==> src/rtl/mem_access_arbiter_if.sv <==
`default_nettype none
// ============================================================================
// Module   : mem_access_arbiter_if
// Brief    : CPU, loader and memory handshake bundle for mem_access_arbiter.
// Revision : 1.0
// ============================================================================
interface mem_access_arbiter_if #(
    parameter int ADDR_W = 32,
    parameter int DATA_W = 32
);
    logic              cpu_req;
    logic              cpu_we;
    logic [ADDR_W-1:0] cpu_addr;
    logic [DATA_W-1:0] cpu_wdata;
    logic [DATA_W-1:0] cpu_rdata;
    logic              cpu_ack;
    logic              cpu_stall;
    logic              ldr_req;
    logic              ldr_we;
    logic [ADDR_W-1:0] ldr_addr;
    logic [DATA_W-1:0] ldr_wdata;
    logic [DATA_W-1:0] ldr_rdata;
    logic              ldr_ack;
    logic              mem_en;
    logic              mem_we;
    logic [ADDR_W-1:0] mem_addr;
    logic [DATA_W-1:0] mem_wdata;
    logic [DATA_W-1:0] mem_rdata;

    // Arbiter side
    modport slave (
        input  cpu_req, cpu_we, cpu_addr, cpu_wdata,
        input  ldr_req, ldr_we, ldr_addr, ldr_wdata,
        input  mem_rdata,
        output cpu_rdata, cpu_ack, cpu_stall,
        output ldr_rdata, ldr_ack,
        output mem_en, mem_we, mem_addr, mem_wdata
    );

    // Requester / memory side
    modport master (
        output cpu_req, cpu_we, cpu_addr, cpu_wdata,
        output ldr_req, ldr_we, ldr_addr, ldr_wdata,
        output mem_rdata,
        input  cpu_rdata, cpu_ack, cpu_stall,
        input  ldr_rdata, ldr_ack,
        input  mem_en, mem_we, mem_addr, mem_wdata
    );
endinterface
`default_nettype wire

==> src/rtl/mem_access_arbiter.sv <==
`default_nettype none
// ============================================================================
// Module   : mem_access_arbiter
// Brief    : Shares one unified memory between the CPU controller and the
//            program loader; IDLE -> ACCESS (MEM_LAT cycles) -> RESP.
//            Define ARB_RR_EN for round-robin arbitration instead of loader
//            priority with a burst cap.
// Revision : 1.0
// ============================================================================
module mem_access_arbiter #(
    parameter int ADDR_W        = 32,
    parameter int DATA_W        = 32,
    parameter int MEM_LAT       = 2,
    parameter int LDR_MAX_BURST = 4
) (
    input  logic                  clock,
    input  logic                  reset,
    mem_access_arbiter_if.slave   bus
);

    localparam int             CNT_W      = $clog2(MEM_LAT + 1);
    localparam logic [CNT_W-1:0] C_CNT_LOAD = CNT_W'(MEM_LAT - 1);

    typedef enum logic [1:0] {
        S_IDLE   = 2'd0,
        S_ACCESS = 2'd1,
        S_RESP   = 2'd2
    } state_t;

    state_t              state_q, state_d;
    logic [CNT_W-1:0]    cnt_q, cnt_d;
    logic                we_q, we_d;
    logic                id_ldr_q, id_ldr_d;
    logic [ADDR_W-1:0]   addr_q, addr_d;
    logic [DATA_W-1:0]   wdata_q, wdata_d;
    logic [DATA_W-1:0]   cpu_rdata_q, cpu_rdata_d;
    logic [DATA_W-1:0]   ldr_rdata_q, ldr_rdata_d;
    logic                grant_ldr;

`ifdef ARB_RR_EN
    logic last_ldr_q, last_ldr_d;

    // Contended grant alternates; reset value favours the CPU first.
    always_comb begin
        grant_ldr = bus.ldr_req && !(bus.cpu_req && last_ldr_q);
    end
`else
    localparam int BURST_W = $clog2(LDR_MAX_BURST + 1);
    logic [BURST_W-1:0] burst_q, burst_d;

    always_comb begin
        grant_ldr = bus.ldr_req &&
                    !(bus.cpu_req && (burst_q == BURST_W'(LDR_MAX_BURST)));
    end
`endif

    always_comb begin
        state_d     = state_q;
        cnt_d       = cnt_q;
        we_d        = we_q;
        id_ldr_d    = id_ldr_q;
        addr_d      = addr_q;
        wdata_d     = wdata_q;
        cpu_rdata_d = cpu_rdata_q;
        ldr_rdata_d = ldr_rdata_q;
`ifdef ARB_RR_EN
        last_ldr_d  = last_ldr_q;
`else
        burst_d     = burst_q;
`endif
        case (state_q)
            S_IDLE: begin
                if (bus.cpu_req || bus.ldr_req) begin
                    state_d  = S_ACCESS;
                    cnt_d    = C_CNT_LOAD;
                    id_ldr_d = grant_ldr;
                    we_d     = grant_ldr ? bus.ldr_we    : bus.cpu_we;
                    addr_d   = grant_ldr ? bus.ldr_addr  : bus.cpu_addr;
                    wdata_d  = grant_ldr ? bus.ldr_wdata : bus.cpu_wdata;
`ifdef ARB_RR_EN
                    last_ldr_d = grant_ldr;
`else
                    burst_d = (grant_ldr && bus.cpu_req) ? burst_q + 1'b1 : '0;
`endif
                end
            end
            S_ACCESS: begin
                if (cnt_q == '0) begin
                    state_d = S_RESP;
                    if (!we_q) begin
                        if (id_ldr_q) ldr_rdata_d = bus.mem_rdata;
                        else          cpu_rdata_d = bus.mem_rdata;
                    end
                end else begin
                    cnt_d = cnt_q - 1'b1;
                end
            end
            S_RESP:  state_d = S_IDLE;
            default: state_d = S_IDLE;
        endcase
    end

    always_ff @(posedge clock or posedge reset) begin
        if (reset) begin
            state_q     <= S_IDLE;
            cnt_q       <= '0;
            we_q        <= 1'b0;
            id_ldr_q    <= 1'b0;
            addr_q      <= '0;
            wdata_q     <= '0;
            cpu_rdata_q <= '0;
            ldr_rdata_q <= '0;
`ifdef ARB_RR_EN
            last_ldr_q  <= 1'b1;
`else
            burst_q     <= '0;
`endif
        end else begin
            state_q     <= state_d;
            cnt_q       <= cnt_d;
            we_q        <= we_d;
            id_ldr_q    <= id_ldr_d;
            addr_q      <= addr_d;
            wdata_q     <= wdata_d;
            cpu_rdata_q <= cpu_rdata_d;
            ldr_rdata_q <= ldr_rdata_d;
`ifdef ARB_RR_EN
            last_ldr_q  <= last_ldr_d;
`else
            burst_q     <= burst_d;
`endif
        end
    end

    // Decoded from the state register so reset drops enables immediately.
    assign bus.mem_en    = (state_q == S_ACCESS);
    assign bus.mem_we    = (state_q == S_ACCESS) && we_q;
    assign bus.mem_addr  = addr_q;
    assign bus.mem_wdata = wdata_q;
    assign bus.cpu_ack   = (state_q == S_RESP) && !id_ldr_q;
    assign bus.ldr_ack   = (state_q == S_RESP) &&  id_ldr_q;
    assign bus.cpu_rdata = cpu_rdata_q;
    assign bus.ldr_rdata = ldr_rdata_q;
    assign bus.cpu_stall = bus.cpu_req && !bus.cpu_ack;

endmodule
`default_nettype wire

==> src/flat_wrapper.sv <==
// flat-port wrapper written by rule: the top's interface ports become plain ports
module mem_access_arbiter_flat 
#(
    parameter int ADDR_W        = 32,
    parameter int DATA_W        = 32,
    parameter int MEM_LAT       = 2,
    parameter int LDR_MAX_BURST = 4
)
  (clock, reset, bus_cpu_req, bus_cpu_we, bus_cpu_addr, bus_cpu_wdata, bus_ldr_req, bus_ldr_we, bus_ldr_addr, bus_ldr_wdata, bus_mem_rdata, bus_cpu_rdata, bus_cpu_ack, bus_cpu_stall, bus_ldr_rdata, bus_ldr_ack, bus_mem_en, bus_mem_we, bus_mem_addr, bus_mem_wdata);
  mem_access_arbiter_if #(.ADDR_W(ADDR_W), .DATA_W(DATA_W)) bus_i ();
  input  logic clock;
  input  logic reset;
  input wire logic [$bits(bus_i.cpu_req)-1:0] bus_cpu_req;
  input wire logic [$bits(bus_i.cpu_we)-1:0] bus_cpu_we;
  input wire logic [$bits(bus_i.cpu_addr)-1:0] bus_cpu_addr;
  input wire logic [$bits(bus_i.cpu_wdata)-1:0] bus_cpu_wdata;
  input wire logic [$bits(bus_i.ldr_req)-1:0] bus_ldr_req;
  input wire logic [$bits(bus_i.ldr_we)-1:0] bus_ldr_we;
  input wire logic [$bits(bus_i.ldr_addr)-1:0] bus_ldr_addr;
  input wire logic [$bits(bus_i.ldr_wdata)-1:0] bus_ldr_wdata;
  input wire logic [$bits(bus_i.mem_rdata)-1:0] bus_mem_rdata;
  output wire logic [$bits(bus_i.cpu_rdata)-1:0] bus_cpu_rdata;
  output wire logic [$bits(bus_i.cpu_ack)-1:0] bus_cpu_ack;
  output wire logic [$bits(bus_i.cpu_stall)-1:0] bus_cpu_stall;
  output wire logic [$bits(bus_i.ldr_rdata)-1:0] bus_ldr_rdata;
  output wire logic [$bits(bus_i.ldr_ack)-1:0] bus_ldr_ack;
  output wire logic [$bits(bus_i.mem_en)-1:0] bus_mem_en;
  output wire logic [$bits(bus_i.mem_we)-1:0] bus_mem_we;
  output wire logic [$bits(bus_i.mem_addr)-1:0] bus_mem_addr;
  output wire logic [$bits(bus_i.mem_wdata)-1:0] bus_mem_wdata;
  assign bus_i.cpu_req = bus_cpu_req;
  assign bus_i.cpu_we = bus_cpu_we;
  assign bus_i.cpu_addr = bus_cpu_addr;
  assign bus_i.cpu_wdata = bus_cpu_wdata;
  assign bus_i.ldr_req = bus_ldr_req;
  assign bus_i.ldr_we = bus_ldr_we;
  assign bus_i.ldr_addr = bus_ldr_addr;
  assign bus_i.ldr_wdata = bus_ldr_wdata;
  assign bus_i.mem_rdata = bus_mem_rdata;
  assign bus_cpu_rdata = bus_i.cpu_rdata;
  assign bus_cpu_ack = bus_i.cpu_ack;
  assign bus_cpu_stall = bus_i.cpu_stall;
  assign bus_ldr_rdata = bus_i.ldr_rdata;
  assign bus_ldr_ack = bus_i.ldr_ack;
  assign bus_mem_en = bus_i.mem_en;
  assign bus_mem_we = bus_i.mem_we;
  assign bus_mem_addr = bus_i.mem_addr;
  assign bus_mem_wdata = bus_i.mem_wdata;
  mem_access_arbiter #(.ADDR_W(ADDR_W), .DATA_W(DATA_W), .MEM_LAT(MEM_LAT), .LDR_MAX_BURST(LDR_MAX_BURST)) u_core (.clock(clock), .reset(reset), .bus(bus_i));
endmodule
==> config.mk <==
export PLATFORM = sky130hd
export DESIGN_NAME = mem_access_arbiter_flat
export DESIGN_NICKNAME = d
export VERILOG_FILES = /design/src/rtl/mem_access_arbiter_if.sv /design/src/rtl/mem_access_arbiter.sv /design/src/flat_wrapper.sv
export SDC_FILE = /design/constraint.sdc
export NUM_CORES = 1
export LEC_CHECK = 0
export CAP_MARGIN = 20
export CELL_PAD_IN_SITES_DETAIL_PLACEMENT = 0
export CELL_PAD_IN_SITES_GLOBAL_PLACEMENT = 1
export CORE_ASPECT_RATIO = 1.1
export CORE_UTILIZATION = 28
export DETAILED_ROUTE_END_ITERATION = 6
export GPL_TIMING_DRIVEN = 1
export PLACE_DENSITY_LB_ADDON = 0.05
export SYNTH_ARGS = -nofsm -noshare
export SYNTH_HDL_FRONTEND = slang
export SYNTH_SLANG_ARGS = --single-unit
==> constraint.sdc <==
create_clock -name clock -period 4.38 [get_ports clock]
set_input_delay 0.657 -clock clock [delete_from_list [all_inputs] [get_ports clock]]
set_output_delay 0.657 -clock clock [all_outputs]
set_load 0.02 [all_outputs]
Word-level counts from Yosys, hierarchy flattened --
Index checks and enable logic that the tools add are counted.
Storage, ports and cells: register bits 137, output and inout port bits 133, word-level logic and storage cells 47
Cells by class: $add $sub $neg 2, eq/ne operators 6, multiplexer cells 9, bitwise operators 2, reduce and logical (&&, ||, !) cells 19
Operators by type and width (number):
- 2-to-1 mux 32 bit | 2
- one-hot mux 2 bit (2 select lines) | 2
- AND reduction 4 bit | 2
- logical AND 1 bit | 7
- 2-to-1 mux 2 bit | 3
- logical NOT 2 bit | 2
- inequality test 2 x 1 -> 1 bit, second input constant | 2
- AND reduction 2 bit | 2
- adder 3 x 1 -> 3 bit, second input constant | 1
- equality test 3 bit, second input constant | 1
- logical NOT 1 bit | 3
- 2-to-1 mux 3 bit | 1
- AND reduction 3 bit | 1
- equality test 2 x 1 -> 1 bit, second input constant | 1
- equality test 2 bit, second input constant | 1
- inequality test 2 bit, second input constant | 1
- NOT 1 bit | 2
- nonzero test 2 bit | 1
- subtractor 2 x 1 -> 2 bit, second input constant | 1
- logical OR 1 bit | 1
- 2-to-1 mux 1 bit | 1

Logic depth before layout (Yosys ltp) --
Gate-level depths: netlist of the first run.
depth after elaboration 6, mapped depth 7

Least setup slack after synthesis of the first run --
Ideal clock, no wire load.
kind reg2out, from reg u_core.state_q[0], to out bus_cpu_stall, arrival 1.234 ns, setup slack 2.489 ns, stages on the path, launching flop included 3, path through dfrtp_1 nor3b_1 nor2b_1
Between the ends: word-level cells in the longest chain between the ends 4
RTL lines:
- from (decl) | line mem_access_arbiter.sv:30 | state_t state_q, state_d;
- from (signal assigned) | line mem_access_arbiter.sv:119 | state_q <= state_d;
- equality test 2 bit | line mem_access_arbiter.sv:140 | assign bus.cpu_ack = (state_q == S_RESP) && !id_ldr_q;
- logical AND 1 bit | line mem_access_arbiter.sv:140
- named net bus_cpu_ack | line flat_wrapper.sv:23 | output wire logic [$bits(bus_i.cpu_ack)-1:0] bus_cpu_ack;
- logical NOT 1 bit | line mem_access_arbiter.sv:144 | assign bus.cpu_stall = bus.cpu_req && !bus.cpu_ack;
- logical AND 1 bit | line mem_access_arbiter.sv:144
- to (decl) | line flat_wrapper.sv:24 | output wire logic [$bits(bus_i.cpu_stall)-1:0] bus_cpu_stall;
The timed path passes the listed nets, and every way through them passes these cells.

Worst setup path in the final report of the first run --
from in bus_cpu_req, to reg u_core.addr_q[0], in the netlist u_core.bus.mem_addr[0]
Between the ends: word-level cells in the longest chain between the ends 4, elaborated cells on any way between the ends 6
RTL lines:
- from (decl) | line flat_wrapper.sv:13 | input wire logic [$bits(bus_i.cpu_req)-1:0] bus_cpu_req;
- logical AND 1 bit | line mem_access_arbiter.sv:53 | !(bus.cpu_req && (burst_q == BURST_W'(LDR_MAX_BURST)));
- logical NOT 1 bit | line mem_access_arbiter.sv:53
- logical AND 1 bit | line mem_access_arbiter.sv:52 | grant_ldr = bus.ldr_req &&
- 2-to-1 mux 32 bit | line mem_access_arbiter.sv:78 | addr_d = grant_ldr ? bus.ldr_addr : bus.cpu_addr;
- to (signal assigned) | line mem_access_arbiter.sv:123 | addr_q <= addr_d;
- to (decl) | line mem_access_arbiter.sv:34 | logic [ADDR_W-1:0] addr_q, addr_d;
Several ways; a longest one is shown, not always the timed one. A chain may end at the register's enable or synchronous reset.

==> results of run 1 <==
[cell families (layout without fill, tap and decap cells)]
| family | after synthesis | in the layout | synth area share |
|---|---|---|---|
| AOI/OAI and AO/OA | 72 | 72 | 0.126 |
| adders and majority gates | 3 | 3 | 0.00585 |
| buffers and inverters | 131 | 410 | 0.0860 |
| DFF | 137 | 137 | 0.535 |
| muxes | 65 | 65 | 0.114 |
| and+or+nand+nor | 150 | 150 | 0.134 |
[cell type report]
type / instances / area [µm²] / area share
sequential: 137 / 3430 / 0.338
timing repair buffer: 306 / 3050 / 0.301
multi-input combinational: 290 / 2450 / 0.242
clock buffer: 18 / 429 / 0.0423
tap: 295 / 369 / 0.0364
inverter: 72 / 275 / 0.0271
clock inverter: 14 / 140 / 0.0138
[worst register-to-register path, delay by kind of cell (launching register included)]
family | cells | cell delay, ns
AO/OA/AOI/OAI | 2 | 0.43
buffers and inverters | 2 | 1.26
flip-flops | 1 | 0.43
AND/OR/NAND/NOR | 1 | 0.13
[where the power goes]
part / internal, mW / switching, mW
combinational: 1.86 / 2.07
sequential: 1.91 / 0.340
clock: 0.797 / 0.602
[final timing paths]
check | startpoint | endpoint | slack, ns | cells past startpoint
worst max-delay path | bus_cpu_req | u_core.bus.mem_addr[0] | 1.65 | 4
max in group asynchronous | reset | u_core.bus.ldr_rdata[8] | 2.79 | 3
worst max register to register | u_core.state_q[0] | u_core.cnt_q[1] | 2.02 | 5
worst min register to register | u_core.bus.cpu_rdata[22] | u_core.bus.cpu_rdata[22] | 0.48 | 1
worst min-delay path | u_core.bus.cpu_rdata[22] | u_core.bus.cpu_rdata[22] | 0.48 | 1
min in group asynchronous | reset | u_core.bus.mem_wdata[4] | 0.78 | 2
[layout by cell type (no fill, tap or decap), types with 2 or more instances in the layout]
master and instances:
clkinvlp_4 4, and2_1 2, mux2_1 64, a22o_1 2
inv_8 2, clkbuf_16 17, nand4_1 66, clkdlybuf4s50_1 297
and2_4 2, ha_1 3, buf_4 7, o22ai_1 2
o221ai_2 30, nor3b_1 2, nand2_1 3, inv_1 71
nand3_1 66, nor2b_1 3, o221ai_1 35, inv_6 6
dfrtp_1 137
[synthesized netlist by cell type (all sizes together)]
library cell  instances  share of area
nand2                 3         0.0018
o22ai                 2         0.0020
buf                  25          0.024
nor3b                 2         0.0023
and3b                 1         0.0014
a31oi                 1        0.00098
nand4                66          0.064
nand3                67          0.052
dfrtp               137           0.53
inv                  72          0.042
ha                    3         0.0059
o221ai               65           0.12
nor2b                 4         0.0043
and2                  4         0.0039
mux2i                 1         0.0016
a21oi                 1        0.00078
nor2                  1        0.00058
o2bb2ai               1         0.0014
and4bb                1         0.0020
mux2                 64           0.11
or2                   1        0.00098
a22o                  2         0.0027
clkbuf               34          0.020
[routing by layer]
metal	wire [µm]	vias to the layer above	track usage
met5	0	-	0
met4	339	0	0.0620
met3	1410	19	0.0517
met1	9100	2730	0.233
li1	-	2589	-
met2	9790	230	0.284
[state kept, by name, indices dropped and copies added (netlist names)]
| register | count |
|---|---|
| u_core.bus.ldr_rdata | 32 |
| u_core.cnt_q | 2 |
| u_core.bus.mem_addr | 32 |
| u_core.bus.mem_wdata | 32 |
| u_core.state_q | 2 |
| u_core.bus.cpu_rdata | 32 |
| u_core.burst_q | 3 |
| u_core.we_q | 1 |
| u_core.id_ldr_q | 1 |
==> out/summary.txt, run 1 <==
status - finished, final reports clean
NumNets Final - 993
Inst Count DP - 1100
sequential share of the synthesized area - 0.535
Hold Buf Count CTS - 0
Worst path slowest cell - and2_4
Initial Util - 0.288
RD Place Congestion - 0.753
Final Skew - 0.0103 ns
Pleak - 4.10 nW
Mapped Area - 6410 µm²
Mean Syn Cell Area - 11.5 µm²
design area - 10100 µm²
CP max stage delay - 0.91 ns
Final Max Tran Viols - 0
overall power - 7.57 mW
gr usage total - 0.179
max-cap violation count - 0
cells after synthesis - 558
unrepaired setup endpoints after global routing - false
Crit. End Element - register
crit-path leading delay family - simple AND/OR/NAND/NOR gates
die height - 161 µm
min cycle time layout - 2.73 ns
drt via density - 4.92
CTS tree - yes
Clock transition at path regs - 0.06 ns
I/O pin count - 299
die width - 146 µm
slack of the critical path - 1.65 ns
Hold Vio Cnt, Final - 0
slew of the pin with the lowest slew margin - 1.01 ns
post-CTS sizing - 0
DRC errors left - 0
# diodes - 0
min-delay worst type - reg2reg
Util after Layout - 0.456
Clock Latency Late Sink - 0.42 ns
crit-path max FO - 67
Iteration-0 DRC Markers - 177
vias in the first global route - 5552
fin cells - 1132
number of distinct library cells after synthesis - 28
global route total overflow - 0
warnings from Yosys - 0
Crit path required time - 4.62 ns
antenna viol nets, final - 0
Startpoint Class - input pin
row count - 57
PortBufs - 298
Worst Path Buf+Inv - 1
clock tree sinks - 137
Final Cycle Share - 0.624
# setup viols final - 0
CP arrival - 2.98 ns
DR WL/cell - 18.2 µm
setup bufs post-CTS - 0
Vias - 5568
Root Buffer - clkbuf_16
hold slack final - 0.484 ns
initial antenna violation count - 0
CTS H-tree depth - 4
die area - 23500 µm²
Pre-Repair DR Iteration Count - 4
total wire length - 20600 µm
Fill cells - 2079
largest net degree at the start of global routing - 86
Post-DP Area - 9570 µm²
Yosys reg bits - 137
CTS max path bufs - 2
Setup Slack @ Placement - 1.16 ns
power per standard cell area - 747 nW/µm²
Post-DP HPWL - 13500 µm
Synthesized Nets - 727
share of cells above drive strength 1 - 0.0920
CTS Buf Count - 17
FMAX - 366 MHz
CP Class - in2reg
Placeable Area - 22300 µm²
worst path cell trace - clkdlybuf4s50_1, or2_2, and2_4, o221ai_1
max_slew headroom - 0.327
Area Overhead vs Synth - 58.2%
first-pass GRT wire length - 32500 µm
Max IR drop VDD - 0.314 mV
final setup TNS - 0 ns
No activity file was read; power rests on OpenSTA's default activity.
==> inputs of run 2 (changes only) <==
==> constraint.sdc (replaced) <==
create_clock -name clock -period 2.5 [get_ports clock]
set_input_delay 0.375 -clock clock [delete_from_list [all_inputs] [get_ports clock]]
set_output_delay 0.375 -clock clock [all_outputs]
set_load 0.02 [all_outputs]
==> run 2 against run 1 <==
- critical path depth decreased by 2
- clock power increased by 89%
- first-iteration DRC count increased by 6.8%
- critical path type is now reg2out
- largest power group unchanged
==> out/summary.txt, run 2 (same netlist as run 1, synthesis figures left out) <==
crit-path max FO - 5 (-93%)
register area - 3430 µm² (unchanged)
die width - 146 µm (unchanged)
global route total overflow - 0 (unchanged)
max-cap violation count - 0 (unchanged)
drt via density - 4.91 (-0.26%)
Multi-input gate area - 2450 µm² (unchanged)
Pleak - 4.16 nW (+1.4%)
Final Skew - 0.0110 ns (+0.000756 ns)
routed length on met3 - 1650 µm (+17%)
min-delay worst type - in2async
row count - 57 (unchanged)
Crit path required time - 2.12 ns (-2.50 ns)
max_slew headroom - 0.340 (+0.0136)
CTS tree - yes
unrepaired setup endpoints after global routing - false
Initial Util - 0.288 (unchanged)
Hold Buf Count CTS - 0 (unchanged)
vias in the first global route - 5625 (+1.3%)
design area - 10300 µm² (+1.2%)
status - finished, final reports clean
Final Max Tran Viols - 0 (unchanged)
NumNets Final - 997 (+0.40%)
initial antenna violation count - 0 (unchanged)
Placeable Area - 22300 µm² (unchanged)
power per standard cell area - 1310 nW/µm² (+76%)
Max IR drop VDD - 0.586 mV (+87%)
DRC errors left - 0 (unchanged)
post-CTS sizing - 0 (unchanged)
total wire length - 20500 µm (-0.52%)
CTS H-tree depth - 4 (unchanged)
Post-DP Area - 9650 µm² (+0.82%)
# diodes - 0 (unchanged)
setup bufs post-CTS - 0 (unchanged)
r2r setup slk - 0.68 ns (-1.34 ns)
Worst path slowest cell - clkdlybuf4s50_1
Pre-Repair DR Iteration Count - 4 (unchanged)
gr usage total - 0.177 (-0.00257)
RD Place Congestion - 0.777 (+3.2%)
first-pass GRT wire length - 32400 µm (-0.30%)
Fill cells - 2138 (+2.8%)
met2 WL - 9770 µm (-0.11%)
Root Buffer - clkbuf_16
CP arrival - 1.99 ns (-0.99 ns)
# setup viols final - 0 (unchanged)
die area - 23500 µm² (unchanged)
clock tree sinks - 137 (unchanged)
worst path cell trace - nor3b_1, clkdlybuf4s50_1
CTS max path bufs - 2 (unchanged)
FMAX - 423 MHz
Area Overhead vs Synth - 60.1%
Iteration-0 DRC Markers - 189 (+6.8%)
Vias - 5573 (+0.090%)
share of cells above drive strength 1 - 0.0963 (+0.00432)
slew of the pin with the lowest slew margin - 0.990 ns (-0.0203 ns)
overall power - 13.5 mW (+78%)
antenna viol nets, final - 0 (unchanged)
largest net degree at the start of global routing - 137 (+59%)
PortBufs - 298 (unchanged)
hold slack final - 0.389 ns (-0.0949 ns)
DR WL/cell - 18.1 µm (-0.87%)
I/O pin count - 299 (unchanged)
min cycle time layout - 2.36 ns
CTS Buf Count - 17 (unchanged)
Post-DP HPWL - 13800 µm (+2.0%)
Clock Latency Late Sink - 0.41 ns (about the same)
final setup TNS - 0 ns (unchanged)
CP Class - reg2out
most frequent cells in the layout - clkdlybuf4s50_1, dfrtp_1, inv_1
CP max stage delay - 0.70 ns (-0.21 ns)
Final Cycle Share - 0.946
Clock transition at path regs - 0.07 ns (about the same)
Startpoint Class - register
DRT met1 WL - 8730 µm (-4.1%)
Hold Vio Cnt, Final - 0 (unchanged)
Crit. End Element - output port
die height - 161 µm (unchanged)
Max Used Layer - met4
commonest non-fill, non-tap cell in the layout - clkdlybuf4s50_1
-- run 2: critical path: cells and delay by family, from the launching register on --
family	cells	cell delay (ns)
buf+inv	1	0.70
flops	1	0.46
simple gates	1	0.42
-- run 2: worst paths after layout --
kind,startpoint,endpoint,depth (start not counted)
max in group asynchronous,reset,u_core.bus.cpu_rdata[1],3
hold / removal,reset,u_core.bus.mem_addr[6],3
setup reg to reg,u_core.state_q[0],u_core.bus.cpu_rdata[5],4
hold reg to reg,u_core.bus.cpu_rdata[20],u_core.bus.cpu_rdata[20],1
setup / recovery,u_core.state_q[1],bus_cpu_ack,2
min in group clock,u_core.bus.cpu_rdata[20],u_core.bus.cpu_rdata[20],1
-- run 2: area by class of cell --
| type | count | share of cell area |
|---|---|---|
| sequential | 137 | 0.334 |
| multi-input combinational | 290 | 0.239 |
| clock inverter | 14 | 0.0183 |
| timing repair buffer | 310 | 0.305 |
| clock buffer | 18 | 0.0418 |
| tap | 295 | 0.0359 |
| inverter | 72 | 0.0267 |
-- run 2: routing by layer --
| metal | up-vias | track usage |
|---|---|---|
| met4 | 0 | 0.0611 |
| met3 | 22 | 0.0545 |
| met2 | 234 | 0.284 |
| met5 | - | 0 |
| li1 | 2593 | - |
| met1 | 2724 | 0.224 |
-- run 2: per-stage QoR --
stage | util | setup slack [ns] | std cells
after CTS | 0.462 | 0.0944 | 1136
after detailed placement | 0.434 | 0.0750 | 1104
after global routing | 0.462 | 0.0703 | 1136
after floorplan | - | 0.418 | 558
after global placement | 0.434 | 0.148 | 1104
final | 0.462 | 0.135 | 1136
-- run 2: power by group --
group / leakage [nW] / total, mW / switching [mW] / internal [mW]
Clock: 0.292 / 2.64 / 1.04 / 1.60
Sequential: 1.65 / 3.94 / 0.591 / 3.35
Combinational: 2.22 / 6.90 / 3.62 / 3.29
Total: 4.16 / 13.5 / 5.25 / 8.24
==> inputs of run 3 (changes only) <==
--- a/config.mk
+++ b/config.mk
@@ -13,6 +13,7 @@
 export DETAILED_ROUTE_END_ITERATION = 6
 export GPL_TIMING_DRIVEN = 1
 export PLACE_DENSITY_LB_ADDON = 0.05
+export SLEW_MARGIN = 20
 export SYNTH_ARGS = -nofsm -noshare
 export SYNTH_HDL_FRONTEND = slang
 export SYNTH_SLANG_ARGS = --single-unit
==> results of run 3 <==
Same layout as run 2: the final DEF is identical, and so are final timing and power.
